`config.mk`:
```
export PLATFORM = sky130hd
export DESIGN_NAME = event_monitor_mc_flat
export DESIGN_NICKNAME = d
export VERILOG_FILES = /design/src/rtl/event_monitor_mc_if.sv /design/src/rtl/event_monitor_mc.sv /design/src/flat_wrapper.sv
export SDC_FILE = /design/constraint.sdc
export NUM_CORES = 2
export LEC_CHECK = 0
export ABC_AREA = 0
export BUFFER_PORTS_ARGS = -buffer_cell sky130_fd_sc_hd__buf_2
export CAP_MARGIN = 25
export CORE_MARGIN = 4
export CORE_UTILIZATION = 60
export DETAILED_ROUTE_END_ITERATION = 7
export PLACE_DENSITY_LB_ADDON = 0.3
export SETUP_SLACK_MARGIN = 0.15
export SLEW_MARGIN = 25
export SYNTH_ARGS = -nofsm -noshare
export SYNTH_HDL_FRONTEND = slang
export SYNTH_SLANG_ARGS = --single-unit
```
`constraint.sdc`:
```
create_clock -name clk -period 22.8 [get_ports clk]
set_clock_uncertainty 0.05 [all_clocks]
set_input_delay 4.56 -clock clk [delete_from_list [all_inputs] [get_ports clk]]
set_output_delay 4.56 -clock clk [all_outputs]
set_load 0.02 [all_outputs]
```
`src/rtl/event_monitor_mc_if.sv`:
```
// Event drain interface of event_monitor_mc.
//
// Handshake: evt_valid is high while the event FIFO holds at least one
// record, and evt_data always shows the head record (show-ahead; zero when
// empty). The consumer pulses evt_pop for one cycle per record it takes; the
// head is removed on the rising edge where evt_pop && evt_valid. A pop while
// evt_valid is low is ignored.
//
// Signals:
//   evt_pop    consumer -> monitor   remove the head record
//   evt_data   monitor  -> consumer  head record {ts, ch_idx, probe_id, probe_data}
//   evt_valid  monitor  -> consumer  FIFO non-empty
interface event_monitor_mc_if #(
  parameter int EVT_W = 74
) ();
  logic             evt_pop;
  logic [EVT_W-1:0] evt_data;
  logic             evt_valid;

  modport master (input evt_pop, output evt_data, output evt_valid);
  modport slave  (output evt_pop, input evt_data, input evt_valid);
endinterface

```
`src/rtl/event_monitor_mc.sv`:
```
// Multi-channel event monitor.
//
// Each channel compares its masked probe bus against a shared masked value
// using one of four trigger modes. While the capture session is ARMED a hit
// is timestamped into a one-entry pending slot per channel; a round-robin
// arbiter moves one pending slot per cycle into a shared show-ahead FIFO.
// The session auto-disarms (DONE) after cap_limit accepted records.
//
// Ports:
//   clk, rst_n        clock, synchronous active-low reset
//   en                gates timestamp increment and trigger evaluation
//   arm, disarm       session control pulses (disarm wins)
//   clear_sticky      clears sticky flags and drop_count
//   ch_enable         per-channel enable
//   trig_mode         per-channel 2-bit mode, channel i at [2i+1:2i]
//   trig_value/mask   shared compare value and mask
//   cap_limit         accepted-record budget, 0 = unlimited
//   probe_id/data     per-channel probe ID and probe bus
//   evt               drain interface (master side)
//   state             0 IDLE, 1 ARMED, 2 DONE
//   *_sticky          triggered / FIFO overflow / pending-slot loss flags
//   drop_count        saturating count of dropped hits
//   fifo_count        FIFO occupancy
module event_monitor_mc #(
  parameter int NUM_CH     = 4,
  parameter int PROBE_W    = 32,
  parameter int ID_W       = 8,
  parameter int TS_W       = 32,
  parameter int FIFO_DEPTH = 16,
  parameter int CNT_W      = 16,
  localparam int CH_W      = (NUM_CH > 1) ? $clog2(NUM_CH) : 1,
  localparam int EVT_W     = TS_W + CH_W + ID_W + PROBE_W,
  localparam int FC_W      = $clog2(FIFO_DEPTH + 1)
) (
  input  logic                      clk,
  input  logic                      rst_n,
  input  logic                      en,
  input  logic                      arm,
  input  logic                      disarm,
  input  logic                      clear_sticky,
  input  logic [NUM_CH-1:0]         ch_enable,
  input  logic [2*NUM_CH-1:0]       trig_mode,
  input  logic [PROBE_W-1:0]        trig_value,
  input  logic [PROBE_W-1:0]        trig_mask,
  input  logic [CNT_W-1:0]          cap_limit,
  input  logic [ID_W*NUM_CH-1:0]    probe_id,
  input  logic [PROBE_W*NUM_CH-1:0] probe_data,
  event_monitor_mc_if.master        evt,
  output logic [1:0]                state,
  output logic                      triggered_sticky,
  output logic                      overflow_sticky,
  output logic                      lost_sticky,
  output logic [CNT_W-1:0]          drop_count,
  output logic [FC_W-1:0]           fifo_count
);

  localparam int AW   = (FIFO_DEPTH > 1) ? $clog2(FIFO_DEPTH) : 1;
  localparam int DS_W = CNT_W + 1;
  localparam int DI_W = $clog2(NUM_CH + 2);

  typedef enum logic [1:0] {
    ST_IDLE  = 2'd0,
    ST_ARMED = 2'd1,
    ST_DONE  = 2'd2
  } state_t;

  state_t state_q, state_d;

  logic [TS_W-1:0]                ts_q;
  logic [PROBE_W-1:0]             mv;
  logic [NUM_CH-1:0][PROBE_W-1:0] mp, mp_d;
  logic [NUM_CH-1:0]              match, hit;

  logic [NUM_CH-1:0]  pend_q;
  logic [TS_W-1:0]    slot_ts   [NUM_CH];
  logic [ID_W-1:0]    slot_id   [NUM_CH];
  logic [PROBE_W-1:0] slot_data [NUM_CH];
  logic [NUM_CH-1:0]  lost_vec;

  logic [CH_W-1:0]   rr_q, gnt_idx;
  logic              gnt_any;
  logic [NUM_CH-1:0] gnt;
  logic              clear_pend, arm_entry;

  logic [EVT_W-1:0] mem [FIFO_DEPTH];
  logic [AW-1:0]    wr_ptr, rd_ptr;
  logic [FC_W-1:0]  count_q;
  logic             full, empty, pop_eff, push, ovf_ev;
  logic [EVT_W-1:0] gnt_rec;

  logic [CNT_W-1:0] acc_q;
  logic             cap_hit;
  logic [DI_W-1:0]  drop_inc;
  logic [DS_W-1:0]  drop_sum;
  logic [CNT_W-1:0] drop_d;

  // ---------------- trigger evaluation ----------------
  assign mv = trig_value & trig_mask;

  always_comb begin
    for (int i = 0; i < NUM_CH; i++) begin
      mp[i] = probe_data[i*PROBE_W +: PROBE_W] & trig_mask;
      case (trig_mode[2*i +: 2])
        2'd0:    match[i] = (mp[i] == mv);
        2'd1:    match[i] = (mp_d[i] == '0) && (mp[i] != '0);
        2'd2:    match[i] = (mp[i] != mp_d[i]);
        default: match[i] = (mp[i] > mv);
      endcase
    end
  end

  assign hit = {NUM_CH{en && (state_q == ST_ARMED)}} & ch_enable & match;

  // Previous masked probe is tracked every cycle, independent of en.
  always_ff @(posedge clk) begin
    if (!rst_n) mp_d <= '0;
    else        mp_d <= mp;
  end

  // ---------------- session control ----------------
  // Only a fresh session (from IDLE) discards stale pending slots; re-arming
  // from DONE lets leftover slots keep draining.
  assign arm_entry  = arm && !disarm && (state_q != ST_ARMED);
  assign clear_pend = arm && !disarm && (state_q == ST_IDLE);
  assign cap_hit    = (cap_limit != '0) &&
                      (({1'b0, acc_q} + DS_W'(1)) >= {1'b0, cap_limit});

  always_comb begin
    state_d = state_q;
    if (disarm)                                    state_d = ST_IDLE;
    else if (arm && state_q != ST_ARMED)           state_d = ST_ARMED;
    else if (state_q == ST_ARMED && push && cap_hit) state_d = ST_DONE;
  end

  always_ff @(posedge clk) begin
    if (!rst_n) state_q <= ST_IDLE;
    else        state_q <= state_d;
  end

  always_ff @(posedge clk) begin
    if (!rst_n)                             acc_q <= '0;
    else if (arm_entry)                     acc_q <= '0;
    else if (state_q == ST_ARMED && push)   acc_q <= acc_q + CNT_W'(1);
  end

  always_ff @(posedge clk) begin
    if (!rst_n)  ts_q <= '0;
    else if (en) ts_q <= ts_q + TS_W'(1);
  end

  // ---------------- round-robin arbiter ----------------
  // Search starts one past the last granted channel. A grant is withheld in
  // the cycle a fresh session clears the slots.
  always_comb begin
    logic [CH_W:0] c;
    gnt_any = 1'b0;
    gnt_idx = '0;
    c       = '0;
    for (int k = 1; k <= NUM_CH; k++) begin
      c = {1'b0, rr_q} + (CH_W+1)'(k);
      if (c >= (CH_W+1)'(NUM_CH)) c = c - (CH_W+1)'(NUM_CH);
      if (!gnt_any && !clear_pend && pend_q[c[CH_W-1:0]]) begin
        gnt_any = 1'b1;
        gnt_idx = c[CH_W-1:0];
      end
    end
    gnt = '0;
    if (gnt_any) gnt[gnt_idx] = 1'b1;
  end

  always_ff @(posedge clk) begin
    if (!rst_n)       rr_q <= CH_W'(NUM_CH - 1);
    else if (gnt_any) rr_q <= gnt_idx;
  end

  // ---------------- pending slots ----------------
  // A slot granted this cycle is free at the edge, so a same-cycle hit
  // reloads it instead of being lost.
  assign lost_vec = hit & pend_q & ~gnt;

  always_ff @(posedge clk) begin
    if (!rst_n) begin
      pend_q <= '0;
    end else begin
      for (int i = 0; i < NUM_CH; i++) begin
        if (clear_pend)                  pend_q[i] <= 1'b0;
        else if (hit[i] && !lost_vec[i]) pend_q[i] <= 1'b1;
        else if (gnt[i])                 pend_q[i] <= 1'b0;
      end
    end
  end

  always_ff @(posedge clk) begin
    for (int i = 0; i < NUM_CH; i++) begin
      if (hit[i] && !lost_vec[i]) begin
        slot_ts[i]   <= ts_q;
        slot_id[i]   <= probe_id[i*ID_W +: ID_W];
        slot_data[i] <= probe_data[i*PROBE_W +: PROBE_W];
      end
    end
  end

  assign gnt_rec = {slot_ts[gnt_idx], gnt_idx, slot_id[gnt_idx], slot_data[gnt_idx]};

  // ---------------- event FIFO ----------------
  assign full    = (count_q == FC_W'(FIFO_DEPTH));
  assign empty   = (count_q == '0);
  assign pop_eff = evt.evt_pop && !empty;
  assign push    = gnt_any && (!full || pop_eff);
  assign ovf_ev  = gnt_any && !push;

  always_ff @(posedge clk) begin
    if (rst_n && push) mem[wr_ptr] <= gnt_rec;
  end

  always_ff @(posedge clk) begin
    if (!rst_n) begin
      wr_ptr  <= '0;
      rd_ptr  <= '0;
      count_q <= '0;
    end else begin
      if (push)    wr_ptr <= wr_ptr + AW'(1);
      if (pop_eff) rd_ptr <= rd_ptr + AW'(1);
      case ({push, pop_eff})
        2'b10:   count_q <= count_q + FC_W'(1);
        2'b01:   count_q <= count_q - FC_W'(1);
        default: count_q <= count_q;
      endcase
    end
  end

  assign evt.evt_data  = empty ? '0 : mem[rd_ptr];
  assign evt.evt_valid = !empty;

  // ---------------- sticky flags and drop counter ----------------
  // Several channels can lose a hit in the same cycle as an overflow, so the
  // increment is a population count, then saturated.
  always_comb begin
    drop_inc = DI_W'(ovf_ev);
    for (int i = 0; i < NUM_CH; i++) drop_inc = drop_inc + DI_W'(lost_vec[i]);
    drop_sum = {1'b0, drop_count} + DS_W'(drop_inc);
    drop_d   = drop_sum[CNT_W] ? '1 : drop_sum[CNT_W-1:0];
  end

  always_ff @(posedge clk) begin
    if (!rst_n || clear_sticky) begin
      triggered_sticky <= 1'b0;
      overflow_sticky  <= 1'b0;
      lost_sticky      <= 1'b0;
      drop_count       <= '0;
    end else begin
      triggered_sticky <= triggered_sticky | push;
      overflow_sticky  <= overflow_sticky | ovf_ev;
      lost_sticky      <= lost_sticky | (|lost_vec);
      drop_count       <= drop_d;
    end
  end

  assign state      = state_q;
  assign fifo_count = count_q;

endmodule

```
`src/flat_wrapper.sv`:
```
// flat-port wrapper written by rule: the top's interface ports become plain ports
module event_monitor_mc_flat 
#(
  parameter int NUM_CH     = 4,
  parameter int PROBE_W    = 32,
  parameter int ID_W       = 8,
  parameter int TS_W       = 32,
  parameter int FIFO_DEPTH = 16,
  parameter int CNT_W      = 16,
  localparam int CH_W      = (NUM_CH > 1) ? $clog2(NUM_CH) : 1,
  localparam int EVT_W     = TS_W + CH_W + ID_W + PROBE_W,
  localparam int FC_W      = $clog2(FIFO_DEPTH + 1)
)
  (clk, rst_n, en, arm, disarm, clear_sticky, ch_enable, trig_mode, trig_value, trig_mask, cap_limit, probe_id, probe_data, state, triggered_sticky, overflow_sticky, lost_sticky, drop_count, fifo_count, evt_evt_pop, evt_evt_data, evt_evt_valid);
  event_monitor_mc_if #(.EVT_W((TS_W + (2) + ID_W + PROBE_W))) evt_i ();
  input  logic clk;
  input  logic rst_n;
  input  logic en;
  input  logic arm;
  input  logic disarm;
  input  logic clear_sticky;
  input  logic [NUM_CH-1:0] ch_enable;
  input  logic [2*NUM_CH-1:0] trig_mode;
  input  logic [PROBE_W-1:0] trig_value;
  input  logic [PROBE_W-1:0] trig_mask;
  input  logic [CNT_W-1:0] cap_limit;
  input  logic [ID_W*NUM_CH-1:0] probe_id;
  input  logic [PROBE_W*NUM_CH-1:0] probe_data;
  output logic [1:0] state;
  output logic triggered_sticky;
  output logic overflow_sticky;
  output logic lost_sticky;
  output logic [CNT_W-1:0] drop_count;
  output logic [FC_W-1:0] fifo_count;
  input wire logic [$bits(evt_i.evt_pop)-1:0] evt_evt_pop;
  output wire logic [$bits(evt_i.evt_data)-1:0] evt_evt_data;
  output wire logic [$bits(evt_i.evt_valid)-1:0] evt_evt_valid;
  assign evt_i.evt_pop = evt_evt_pop;
  assign evt_evt_data = evt_i.evt_data;
  assign evt_evt_valid = evt_i.evt_valid;
  event_monitor_mc #(.NUM_CH(NUM_CH), .PROBE_W(PROBE_W), .ID_W(ID_W), .TS_W(TS_W), .FIFO_DEPTH(FIFO_DEPTH), .CNT_W(CNT_W)) u_core (.clk(clk), .rst_n(rst_n), .en(en), .arm(arm), .disarm(disarm), .clear_sticky(clear_sticky), .ch_enable(ch_enable), .trig_mode(trig_mode), .trig_value(trig_value), .trig_mask(trig_mask), .cap_limit(cap_limit), .probe_id(probe_id), .probe_data(probe_data), .evt(evt_i), .state(state), .triggered_sticky(triggered_sticky), .overflow_sticky(overflow_sticky), .lost_sticky(lost_sticky), .drop_count(drop_count), .fifo_count(fifo_count));
endmodule
```
Word-level counts from Yosys, hierarchy flattened. Memory sizes are Yosys's and may differ from the RTL's. A register that Yosys moved wholly into a read port is not among the register bits. Cells that the tools add are included. Widths: inputs -> output; s select.

Bits in latches: 0. Input port bits: 259. Word-level logic and storage cells: 215. Memories: 4. Bits in read-only memories: 0. Memory bits (writable): 1472. Bits in registers: 216.

Memory list: u_core.mem (depth 16, width 74, rd ports 1, clocked after memory_dff 1, write ports 1, line event_monitor_mc.sv:85) `logic [EVT_W-1:0] mem [FIFO_DEPTH];`; u_core.slot_data (depth 4, width 32, rd ports 1, clocked after memory_dff 0, write ports 4, line event_monitor_mc.sv:77) `logic [PROBE_W-1:0] slot_data [NUM_CH];`; u_core.slot_ts (depth 4, width 32, rd ports 1, clocked after memory_dff 0, write ports 4, line event_monitor_mc.sv:75) `logic [TS_W-1:0] slot_ts [NUM_CH];`; u_core.slot_id (depth 4, width 8, rd ports 1, clocked after memory_dff 0, write ports 4, line event_monitor_mc.sv:76) `logic [ID_W-1:0] slot_id [NUM_CH];`.

Magnitude comparators: 15. Add/sub/neg operators: 20. Reduce and logical (&&, ||, !) cells: 69. Bitwise gates (word level): 14. Equal/unequal tests: 21. Shifts and indexed selects: 0. Divide/modulo/power cells: 0. Multiply operators: 0. Mux-type cells: 52.

Operators with widths (count): $and 32x32->32 (5); $eq 32x32->1 (4); $gt 32x32->1 (4); $logic_not 32->1 (4); $ne 32x32->1 (4); $reduce_bool 32->1 (4); $mux 74 (1); $add 32x1->32 const B (1); $mux 1 (29); $logic_and 1x1->1 (28); $add 16x1->17 const B (1); $add 16x3->17 (1); $ge 17x16->1 (1); $add 16x1->16 const B (1); $and 4x4->4 (4); $mux 16 (1); $mux 2 (8); $reduce_bool 16->1 (1); $lt 2x3->1 const B (5); $logic_not 1->1 (13); $eq 2x1->1 const B (6); $ge 3x3->1 const B (4); $mux 4 (3); $pmux 1 s3 (4); 26 further kinds (54).

Logic depth before layout (Yosys ltp).
Depth in word-level cells: 32. Mapped depth: 26. Depth with buffers taken out: 25.

Least setup slack after synthesis. Ideal clock, no wire load.

Kind: input port to flip-flop. From: input trig_mask[21]. To: memory u_core.slot_data[0][0], enable pin. Required time: 22.239 ns. Buffers on the path: 1. Stages on the path: 10. Setup slack: 12.475 ns. Arrival time: 9.764 ns. Path through: clkbuf_1 > nand2_1 > ha_1 > and4_1 > nor4bb_1 > nand3_1 > mux2i_1 > o211ai_1 > or3_2 > nor2b_1.

RTL lines: from (decl) (line flat_wrapper.sv:25) `input logic [PROBE_W-1:0] trig_mask;`; to (decl) (line event_monitor_mc.sv:77).

Final worst setup path.
From: input trig_mask[21]. To: register u_core.drop_count[3].

Longest elaborated chain between the ends: 13.

RTL lines: branches (longest 4 deep; another with $gt 32x32->1); $and 4x4->4 * (line event_monitor_mc.sv:112) `assign hit = {NUM_CH{en && (state_q == ST_ARMED)}} & ch_enable & match;`; $and 4x4->4 * (2 in a row) (line event_monitor_mc.sv:179) `assign lost_vec = hit & pend_q & ~gnt;`; $add 1x1->2 (line event_monitor_mc.sv:240) `for (int i = 0; i < NUM_CH; i++) drop_inc = drop_inc + DI_W'(lost_vec[i]);`; $add 3x1->3 (2 in a row) (line event_monitor_mc.sv:240); $add 3x1->3 * (line event_monitor_mc.sv:240); $add 16x3->17 * (line event_monitor_mc.sv:241) `drop_sum = {1'b0, drop_count} + DS_W'(drop_inc);`; $mux 16 * (line event_monitor_mc.sv:242) `drop_d = drop_sum[CNT_W] ? '1 : drop_sum[CNT_W-1:0];`; to (signal assigned) (line event_monitor_mc.sv:255) `drop_count <= drop_d;`; to (decl) (line event_monitor_mc.sv:53) `output logic [CNT_W-1:0] drop_count,`.

Every way passes the cells marked *. A chain may end at the register's enable or synchronous reset.

==> results.cfg <==
[sta]
tightest_slew_ns = 1.11
setup_viol = 0
max_freq_mhz = 94.0
final_max_slew_viol_count = 0
timing.hold.ws_ns = 0.438
slew-limit-headroom_pct = 26.2
rsz0062_at_grt = no
fin_crit_sh_pct = 46.7
period_needed_ns = 10.64
setup-tns-final_ns = 0
final-hold-violation-count = 0

[global_routing]
grt_util_all_layers_pct = 35.3
antenna_found_initial = 28
overflow = 0
grt_max_degree = 115
grt_pass1_wl_um = 303000
grt_pass1_vias = 41950

[routing]
route.detailed.drc = 0
vias = 42337
dr.pass1.iters = 5
drt_wl_total_um = 216000
wl_per_cell_um = 34.0
viasPerCell = 6.67
first_iter_violations = 5970
drtAntennaViolNets = 0

[floorplanning]
die_y_um = 349
die-width_um = 349
core_um2 = 116000
num_rows = 125
initial_core_util_pct = 60.3
die_area_um2 = 122000
ioPinCount = 360

[yosys]
synthDistinctLibCells = 65
synthTopCellsByArea = edfxtp_1, mux4_2, dfxtp_1
synth-seq-cells = 1692
yosys.area.top_type = edfxtp_1
ys_warn_count = 0
syn_area_per_cell_um2 = 16.5
mappedNetlistArea_um2 = 70000
synthesis.nets = 4664
synth_edf_count = 1472
synth_cells = 4244
synth_ff_type = edfxtp_1
synth_seq_area_share_pct = 69.5
synth-async-reset-ratio_pct = 0
synth_top_area_share_pct = 63.2

[clock_tree]
root_buffer = clkbuf_16
cts_tree = yes
ctsLongestPathBuffers = 3
post_cts_resized = 0
cts.clk_slew.worst_paths_ns = 0.06
htreeDepth = 4
insertion_delay_ns = 0.79
cts.sinks = 1692
post_cts_buffers = 0
cts_made_buffers = 165
cts_hold_buf = 0

[finish]
seq_area_um2 = 48600
final_common_cell = edfxtp_1
drive_gt1_share_pct = 23.8
num-fill-cells = 7455
area_growth_pct = 13.7
final_cell_mix = edfxtp_1, nand2_1, mux4_2
fin_nets = 5095
design_area_um2 = 79600
multiInputGateArea_um2 = 20600

[placement]
post_dp_cell_area_um2 = 74000
port_buffers = 359
gp_congestion = 1.04
hpwlAfterDp_um = 133000

[worst_setup_path]
cp_data_required_time_ns = 23.44
critPathBufInv = 3
crit_slowest_cell = nor4_1
r2r_setup_slack_ns = 16.83
crit_type = input pin to flop
path_max_fanout = 13
setup.worst_path.start_class = input pin
cp-end-kind = flop
cp_cell_sequence = buf_2 > nand2_1 > ha_1 > nand4_1 > nor4_1 > nand4_1 > mux2i_1 > a31oi_1 > a2111o_1 > or2_2 > fa_1 > inv_1 > ha_1 > fa_1 > inv_1 > fa_1 > nor2b_1 > o21ai_0 > nor3_1 > nand4_1 > a21oi_1
cpLargestDelayFamily = simple AND/OR/NAND/NOR gates
cp.arrival_ns = 11.29
worst_path_largest_cell_delay_ns = 0.75

[power_and_ir_drop]
total_power_mw = 6.94
p_per_area_nw_per_um2 = 87.2
power.leakage_nw = 27.9
peakVddDrop_uv = 73.3

[outcome]
status = finished, final reports clean

[min_path]
hp-class = flop to flop

[job]
cap_violations = 0
==> routing by layer <==
metal,GRT usage [%],vias to the layer above,routed length (µm)
li1,-,17380,-
met1,48.7,21487,79800
met2,55.3,2962,102000
met3,7.82,488,23700
met4,15.1,20,10400
met5,0,-,141
==> registers in the layout, summed over array words and instances, names as in the netlist, named ones only <==
name and flops:
u_core.rd_ptr 4, u_core.ts_q 32, u_core.slot_data 128, u_core.mem 1184, u_core.drop_count 16, u_core.rr_q 2
u_core.slot_ts 128, u_core.lost_sticky 1, u_core.overflow_sticky 1, u_core.slot_id 32, u_core.acc_q 16, u_core.wr_ptr 4
u_core.pend_q 4, u_core.triggered_sticky 1, u_core.state 2, u_core.mp_d 128, u_core.fifo_count 5
==> per-stage QoR <==
step	util, %	cells	setup WS (ns)
after floorplan	-	4244	12.48
after global placement	63.6	6026	11.56
after detailed placement	63.7	6028	11.54
after CTS	68.3	6330	12.21
after global routing	68.6	6338	11.80
final	68.6	6343	12.16
==> synth_stat cells (all sizes together), types with 8 or more instances <==
library cell	instances
edfxtp	1472
nand2	494
mux4	370
and3	231
dfxtp	220
ha	157
and2	151
clkbuf	141
inv	135
xnor2	126
a21oi	95
a31oi	79
nand4	78
xor2	70
nor2	68
nor4	60
nand3	42
buf	38
o21ai	38
a21o	18
nor3	17
nor2b	16
or4	14
a211oi	9
nand2b	9
or3	9
and4	8
mux2i	8
o211ai	8
==> power breakdown <==
part | internal (mW) | switching (mW)
logic | 0.341 | 0.522
registers | 3.36 | 0.0236
clock network | 1.50 | 1.19
==> final cells by class <==
cell class / count / area share, %
sequential: 1692 / 61.1
multi-input combinational: 2238 / 25.9
clock buffer: 204 / 5.56
timing repair buffer: 443 / 3.23
tap: 1524 / 2.40
clock inverter: 98 / 1.11
inverter: 135 / 0.645
antenna: 9 / 0.0283
==> worst min-delay path, delay by kind of cell, from the launching register on <==
kind / cells / cell delay, ns
flops: 1 / 0.33
simple gates: 2 / 0.13
==> path summary, 6_finish.rpt <==
check                               start                       to  cells past startpoint
hold reg to reg   u_core.triggered_sticky  u_core.triggered_sticky                      2
setup reg to reg         u_core.mp_d[120]     u_core.drop_count[3]                     17
setup / recovery            trig_mask[21]     u_core.drop_count[3]                     21
hold / removal    u_core.triggered_sticky  u_core.triggered_sticky                      2
==> logic make-up after synthesis <==
family,Yosys count,synth area share [%]
AND/OR/NAND/NOR,1223,8.98
buffers and inverters,314,1.71
XOR/XNOR,196,2.45
adder cells (fa/ha/maj),161,2.92
AO/OA/AOI/OAI,280,2.43
flip-flops,1692,69.5
multiplexers,378,12.0
No activity file was read; power rests on OpenSTA's default activity.
